## src/rtl/cpu_isa_pkg.sv

```systemverilog
// Shared ISA definitions for the 8-bit CPU core and its host-side program sequencer.
// Holds opcode constants, ALU op codes, the NOP encoding and program-word field offsets.
package cpu_isa_pkg;

    localparam logic [3:0] OP_MVR = 4'h0;
    localparam logic [3:0] OP_LDB = 4'h1;
    localparam logic [3:0] OP_STB = 4'h2;
    localparam logic [3:0] OP_RDS = 4'h3;
    localparam logic [3:0] OP_NOP = 4'h4;
    localparam logic [3:0] OP_AND = 4'h5;
    localparam logic [3:0] OP_OR  = 4'h6;
    localparam logic [3:0] OP_XOR = 4'h7;
    localparam logic [3:0] OP_NOT = 4'h8;
    localparam logic [3:0] OP_SHL = 4'h9;
    localparam logic [3:0] OP_SHR = 4'hA;
    localparam logic [3:0] OP_ADD = 4'hB;
    localparam logic [3:0] OP_SUB = 4'hC;
    localparam logic [3:0] OP_MUL = 4'hD;

    typedef enum logic [3:0] {
        ALU_AND = 4'h5,
        ALU_OR  = 4'h6,
        ALU_XOR = 4'h7,
        ALU_NOT = 4'h8,
        ALU_SHL = 4'h9,
        ALU_SHR = 4'hA,
        ALU_ADD = 4'hB,
        ALU_SUB = 4'hC,
        ALU_MUL = 4'hD
    } alu_op_e;

    localparam logic [7:0] NOP_WORD = {OP_NOP, 4'h0};

    // load_data layout: {opcode, r1, r2/data-hi, r3/data-lo}
    localparam int OPC_MSB = 15;
    localparam int R1_MSB  = 11;
    localparam int R2_MSB  = 7;
    localparam int R3_MSB  = 3;

    typedef enum logic [1:0] {
        SEQ_IDLE  = 2'd0,
        SEQ_RUN   = 2'd1,
        SEQ_DRAIN = 2'd2,
        SEQ_DONE  = 2'd3
    } seq_state_e;

    // Only STB and RDS drive a fresh value onto the core's data_out.
    function automatic logic is_capture(input logic [3:0] opcode);
        return (opcode == OP_STB) || (opcode == OP_RDS);
    endfunction

endpackage

```

## src/rtl/sync_fifo.sv

```systemverilog
// First-word-fall-through synchronous FIFO; head is visible on pop_data whenever valid is high.
// Push while full is accepted only when a pop happens in the same cycle.
module sync_fifo #(
    parameter int WIDTH = 8,
    parameter int DEPTH = 4,
    localparam int AW = $clog2(DEPTH),
    localparam int CW = AW + 1
) (
    input  logic             clk,
    input  logic             rst,
    input  logic             push,
    input  logic [WIDTH-1:0] push_data,
    input  logic             pop,
    output logic [WIDTH-1:0] pop_data,
    output logic             valid,
    output logic [CW-1:0]    count
);

    logic [WIDTH-1:0] mem [DEPTH];
    logic [AW-1:0]    wr_ptr;
    logic [AW-1:0]    rd_ptr;
    logic             do_push;
    logic             do_pop;

    assign valid    = (count != '0);
    assign pop_data = mem[rd_ptr];
    assign do_pop   = pop && valid;
    assign do_push  = push && ((count != CW'(DEPTH)) || do_pop);

    always_ff @(posedge clk) begin
        if (do_push) begin
            mem[wr_ptr] <= push_data;
        end
    end

    always_ff @(posedge clk) begin
        if (rst) begin
            wr_ptr <= '0;
            rd_ptr <= '0;
            count  <= '0;
        end else begin
            if (do_push) wr_ptr <= wr_ptr + 1'b1;
            if (do_pop)  rd_ptr <= rd_ptr + 1'b1;
            case ({do_push, do_pop})
                2'b10:   count <= count + 1'b1;
                2'b01:   count <= count - 1'b1;
                default: count <= count;
            endcase
        end
    end

endmodule

```

## src/rtl/cpu_prog_sequencer.sv

```systemverilog
// Host-side driver for the 8-bit CPU core: buffers a program, issues one word per cycle,
// and captures data_out after every STB/RDS into a result FIFO.
module cpu_prog_sequencer
    import cpu_isa_pkg::*;
#(
    parameter int PROG_DEPTH     = 16,
    parameter int LOG_PROG_DEPTH = 4,
    parameter int RES_DEPTH      = 4,
    parameter int BIT_WIDTH_REG  = 8
) (
    input  logic                       clk,
    input  logic                       rst,
    input  logic                       prog_clr,
    input  logic                       load_valid,
    output logic                       load_ready,
    input  logic [2*BIT_WIDTH_REG-1:0] load_data,
    input  logic                       start,
    output logic                       busy,
    output logic                       done,
    output logic [BIT_WIDTH_REG-1:0]   cpu_inst,
    output logic [BIT_WIDTH_REG-1:0]   cpu_operand,
    input  logic [BIT_WIDTH_REG-1:0]   cpu_data,
    output logic                       res_valid,
    input  logic                       res_ready,
    output logic [BIT_WIDTH_REG-1:0]   res_data,
    output seq_state_e                 fsm_state
);

    localparam int CNT_W = $clog2(RES_DEPTH) + 1;
    localparam int OCC_W = CNT_W + 1;
    localparam int PW    = 2 * BIT_WIDTH_REG;

    // Handshakes (load and result): a word moves on a rising edge where valid and ready
    // are both high; valid never depends on ready.
    logic [PW-1:0]             mem [PROG_DEPTH];
    logic [LOG_PROG_DEPTH:0]   prog_count;
    logic [LOG_PROG_DEPTH-1:0] pc;
    seq_state_e                state;
    seq_state_e                state_next;
    logic [PW-1:0]             word;
    logic                      word_is_capture;
    logic                      last_word;
    logic                      stall;
    logic                      issue;
    logic                      load_fire;
    logic                      tag0;
    logic                      tag1;
    logic [CNT_W-1:0]          fifo_count;
    logic [OCC_W-1:0]          occupancy;

    assign fsm_state  = state;
    assign busy       = (state == SEQ_RUN) || (state == SEQ_DRAIN);
    assign done       = (state == SEQ_DONE);
    assign load_ready = (state == SEQ_IDLE) && (prog_count < (LOG_PROG_DEPTH+1)'(PROG_DEPTH));
    assign load_fire  = load_valid && load_ready && !prog_clr;

    assign word            = mem[pc];
    assign word_is_capture = is_capture(word[OPC_MSB -: 4]);
    assign last_word       = ({1'b0, pc} == (prog_count - (LOG_PROG_DEPTH+1)'(1)));

    // Results already queued plus those still in the two-stage capture pipe.
    assign occupancy = OCC_W'(fifo_count) + OCC_W'(tag0) + OCC_W'(tag1);
    assign stall     = word_is_capture && (occupancy >= OCC_W'(RES_DEPTH));

    always_comb begin
        state_next = state;
        issue      = 1'b0;
        case (state)
            SEQ_IDLE: begin
                if (start) begin
                    state_next = (prog_count == '0) ? SEQ_DONE : SEQ_RUN;
                end
            end
            SEQ_RUN: begin
                if (!stall) begin
                    issue = 1'b1;
                    if (last_word) state_next = SEQ_DRAIN;
                end
            end
            SEQ_DRAIN: begin
                if (!tag0 && !tag1) state_next = SEQ_DONE;
            end
            SEQ_DONE: begin
                state_next = SEQ_IDLE;
            end
            default: begin
                state_next = SEQ_IDLE;
            end
        endcase
    end

    always_ff @(posedge clk) begin
        if (rst) begin
            state <= SEQ_IDLE;
        end else begin
            state <= state_next;
        end
    end

    always_ff @(posedge clk) begin
        if (load_fire) begin
            mem[prog_count[LOG_PROG_DEPTH-1:0]] <= load_data;
        end
    end

    always_ff @(posedge clk) begin
        if (rst) begin
            prog_count <= '0;
            pc         <= '0;
        end else begin
            if (state == SEQ_IDLE && prog_clr) begin
                prog_count <= '0;
            end else if (load_fire) begin
                prog_count <= prog_count + 1'b1;
            end
            if (state == SEQ_IDLE && start) begin
                pc <= '0;
            end else if (issue) begin
                pc <= pc + 1'b1;
            end
        end
    end

    // tag0 marks the cycle a capture word sits on the core inputs; tag1 the cycle its
    // result is valid on cpu_data, which is pushed at the end of that cycle.
    always_ff @(posedge clk) begin
        if (rst) begin
            cpu_inst    <= NOP_WORD;
            cpu_operand <= '0;
            tag0        <= 1'b0;
            tag1        <= 1'b0;
        end else begin
            cpu_inst    <= issue ? word[PW-1 -: BIT_WIDTH_REG] : NOP_WORD;
            cpu_operand <= issue ? word[BIT_WIDTH_REG-1:0] : '0;
            tag0        <= issue && word_is_capture;
            tag1        <= tag0;
        end
    end

    sync_fifo #(
        .WIDTH (BIT_WIDTH_REG),
        .DEPTH (RES_DEPTH)
    ) u_res_fifo (
        .clk       (clk),
        .rst       (rst),
        .push      (tag1),
        .push_data (cpu_data),
        .pop       (res_ready),
        .pop_data  (res_data),
        .valid     (res_valid),
        .count     (fifo_count)
    );

endmodule

```

## config.mk

```make
export PLATFORM = sky130hd
export DESIGN_NAME = cpu_prog_sequencer
export DESIGN_NICKNAME = d
export VERILOG_FILES = /design/src/rtl/cpu_isa_pkg.sv /design/src/rtl/sync_fifo.sv /design/src/rtl/cpu_prog_sequencer.sv
export SDC_FILE = /design/constraint.sdc
export NUM_CORES = 1
export LEC_CHECK = 0
export ABC_AREA = 1
export CORE_UTILIZATION = 60
export DETAILED_ROUTE_END_ITERATION = 8
export GPL_ROUTABILITY_DRIVEN = 0
export HOLD_SLACK_MARGIN = 0.03
export PLACE_DENSITY = 0.84
export SLEW_MARGIN = 20
export SYNTH_ARGS = -nofsm -noshare
export SYNTH_HDL_FRONTEND = slang
export SYNTH_HIERARCHICAL = 1
export SYNTH_SLANG_ARGS = --single-unit
```

## constraint.sdc

```tcl
create_clock -name clk -period 3.1 [get_ports clk]
set_input_delay 0.465 -clock clk [delete_from_list [all_inputs] [get_ports clk]]
set_output_delay 0.465 -clock clk [all_outputs]
set_load 0.005 [all_outputs]
```

==> metrics.md <==
| Metric | Value |
|---|---|
| Tmin final | `between 2 and 3 ns` |
| Hold_buf cts | `0` |
| Top_reg_cell synth | `edfxtp_1` |
| Crit-path cells | `inv_1 > o21ai_0 > o22ai_1 > clkdlybuf4s50_1` |
| Clk pin slew, worst setup/hold paths | `about 0.06 ns` |
| Final setup violation count | `0` |
| Post-DP HPWL | `~19 mm` |
| FFs w/ async S/R, synth | `0%` |
| Die area | `roughly 22000 um^2` |
| Die Width | `between 100 and 150 um` |
| Synth Instances | `1050` |
| Skew-Pair Late Insertion Delay | `approximately 0.57 ns` |
| CORE AREA | `between 20000 and 25000 um^2` |
| Slew headroom | `between 30 and 40%` |
| Final Worst Setup Slack | `~0.21 ns` |
| Share of layout cells above drive strength 1 | `under 10%` |
| Worst Tran Pin Value | `0.912 ns` |
| Routed Antenna Nets | `0` |
| Fin nets | `approximately 1200` |
| CP max-delay cell | `dfxtp_1` |
| R2r setup slk | `0.53 ns` |
| Total number of vias | `between 8000 and 9000` |
| Fin area | `approximately 15000 um^2` |
| CP Capture Type | `output port` |
| Avg Cell Area, Syn | `between 10 and 15 um^2` |
| Startpoint types | `flop` |
| 1st-pass router iterations | `7` |
| Crit-path max FO | `17` |
| CP Data Arrival Time | `about 2.4 ns` |
| Area Growth Syn to Fin | `15.8%` |
| Max Fclk | `approximately 0.35 GHz` |
| Library cells used by synthesis | `34` |
| Skew final | `0.0271 ns` |
| Setup TNS | `0 ns` |
| Largest delay share family, worst path | `buffers and inverters` |
| TritonCTS clock tree | `built` |
| Post-cts gate resize count | `0` |
| Post-synth top area cell | `edfxtp_1` |
| CTS buffer count | `31` |
| Multi-input combinational cell area | `around 3100 um^2` |
| Synth top area share | `66.0%` |
| Yosys reg bits | `between 300 and 400` |
| CTS Sinks | `330` |
| Initial Util | `between 60% and 70%` |
| Area after DPL | `14100 um^2` |
| Critical setup path kind | `flop to output port` |
| GRT Util Overall | `29.2%` |
| Post-Place Setup Slack | `around 0.61 ns` |
| Status | `complete, no violations` |
| Routed wire per std cell | `approximately 23 um` |
| Pin count of the biggest net entering global routing | `129` |
| Port Buffer Count | `just under 60` |
| CTS max path bufs | `3` |
| FF/Latch Area | `approximately 9500 um^2` |
| Die Y | `~150 um` |
| Synthesized cell area | `13100 um^2` |
| Gr ovfl total | `0` |
| Hold/Removal Path Class | `flop to flop` |
| Hold_ws | `about 0.44 ns` |
| Pwr/cell area | `734 nW/um^2` |
| Vias per std cell | `around 6.3` |
| Unrepaired setup endpoints after global routing | `no` |
| Post-synth EDFFs | `288` |
| Layout fillers | `1299` |
| Io pins | `60` |
| Peak VDD IR | `between 0.4 and 0.5 mV` |
| Initial antenna violation count | `0` |
| Starting DRT DRC Count | `around 1100` |
| Ranking of synthesized cells by area | `edfxtp_1 (66%), dfxtp_1 (6.4%), o21ai_0 (4.5%)` |
| Final slew viol count | `0` |
| Synthesized net count | `roughly 1100` |
| Routed wire length | `around 32 mm` |
| Setup bufs post-CTS | `0` |
| Worst path max stage delay | `0.67 ns` |
| MaxCap Viol Count | `0` |
| Root Buffer | `clkbuf_16` |
| Number of global-route vias before repair | `8762` |
| Pleak | `5.28 nW` |
| Final hold vios | `0` |
| Number of H-tree levels | `1` |
| # diodes | `0` |
| Drc violations | `0` |
| Final Cycle Share | `93.4%` |
| Core Rows | `53` |
| Seq/Total Area, Yosys | `72.4%` |
| WP data required | `~2.6 ns` |
| Yosys warns | `6` |
| WP buf/inv | `2` |
| Global-route wire length before repair | `around 49 mm` |
| Finished Core Util | `slightly above 70%` |
cell type report:
| class | instances | area share [%] |
|---|---|---|
| clock buffer | 37 | 5.46 |
| tap | 275 | 2.27 |
| multi-input combinational | 596 | 20.6 |
| inverter | 69 | 1.72 |
| timing repair buffer | 88 | 5.49 |
| sequential | 330 | 62.6 |
| clock inverter | 21 | 1.89 |
registers in the layout, summed over array words and instances (netlist names), 2 cells and up, named ones only:
signal,cells
fsm_state,2
cpu_operand,8
u_res_fifo/wr_ptr,2
u_res_fifo/count,3
pc,4
mem,256
u_res_fifo/rd_ptr,2
cpu_inst,8
prog_count,5
u_res_fifo/mem,32
cells in the final DEF, fill, tap and decap left out, types with 11 or more instances in the layout:
cell type        Yosys  final
nor2_1             155    139
clkdlybuf4s50_1      0     59
inv_1               66     66
clkbuf_16            0     31
buf_4                6     27
dfxtp_1             42     40
nand2_1            103    103
o21ai_0            119    119
nor2_2               1     17
ha_1                15     15
a21oi_1             40     40
o22ai_1             11     11
nand3_1             66     66
o221ai_1            46     46
edfxtp_1           288    288
Yosys cell counts (2+ instances only):
cell,instances
inv_2,3
a32o_1,3
buf_4,6
nand3_2,3
edfxtp_1,288
inv_1,66
nor3_1,2
o22ai_1,11
nand3_1,66
clkbuf_1,33
dfxtp_1,42
o211ai_1,3
nand4_1,3
xor2_1,4
o21ai_0,119
o221ai_1,46
buf_6,4
nand2_2,5
ha_1,15
o21ai_1,7
a21oi_1,40
nor2_1,155
xnor2_1,3
nand2_1,103
buf_2,11
routing by layer:
metal  vias to the layer above  track usage, %  routed length (um)
met3                       101            5.82                3690
met4                         0            10.9                1030
li1                       3931               -                   -
met5                         -               0                   0
met2                       640            48.0               15600
met1                      4254            38.7               11600
worst min-delay path, delay by kind of cell, from the launching register on:
kind                   cells  cell delay (ns)
AND/OR/NAND/NOR            1             0.03
buffers and inverters      1             0.05
flip-flops                 1             0.32
cell families after synthesis:
| group | count (synthesis) | share of synthesized area (%) |
|---|---|---|
| AOI/OAI and AO/OA | 232 | 10.7 |
| xor gates and xnor gates | 7 | 0.468 |
| adders and majority gates | 16 | 1.58 |
| buffers and inverters | 124 | 4.06 |
| DFF | 330 | 72.4 |
| and+or+nand+nor | 341 | 10.8 |
final timing paths:
kind                            depth (start not counted)            start                     end
worst max-delay path                                    4             flop             res_data[1]
worst min-delay path                                    2  tag0$_SDFF_PP0_         tag1$_SDFF_PP0_
worst max register to register                         11             flop  cpu_inst[6]$_SDFF_PP1_
worst min register to register                          2  tag0$_SDFF_PP0_         tag1$_SDFF_PP0_
per-stage QoR:
stage / power, mW / instances
floorplan: 6.34 / 1050
CTS: 11.1 / 1416
global route: 11.5 / 1416
detailed placement: 7.04 / 1358
global placement: 6.97 / 1358
finish: 11.1 / 1416
report_power, final:
| part | internal, mW | switching [mW] |
|---|---|---|
| combinational | 0.711 | 1.21 |
| clock | 2.48 | 1.64 |
| sequential | 4.97 | 0.122 |
(Power assumes the default switching activity.)
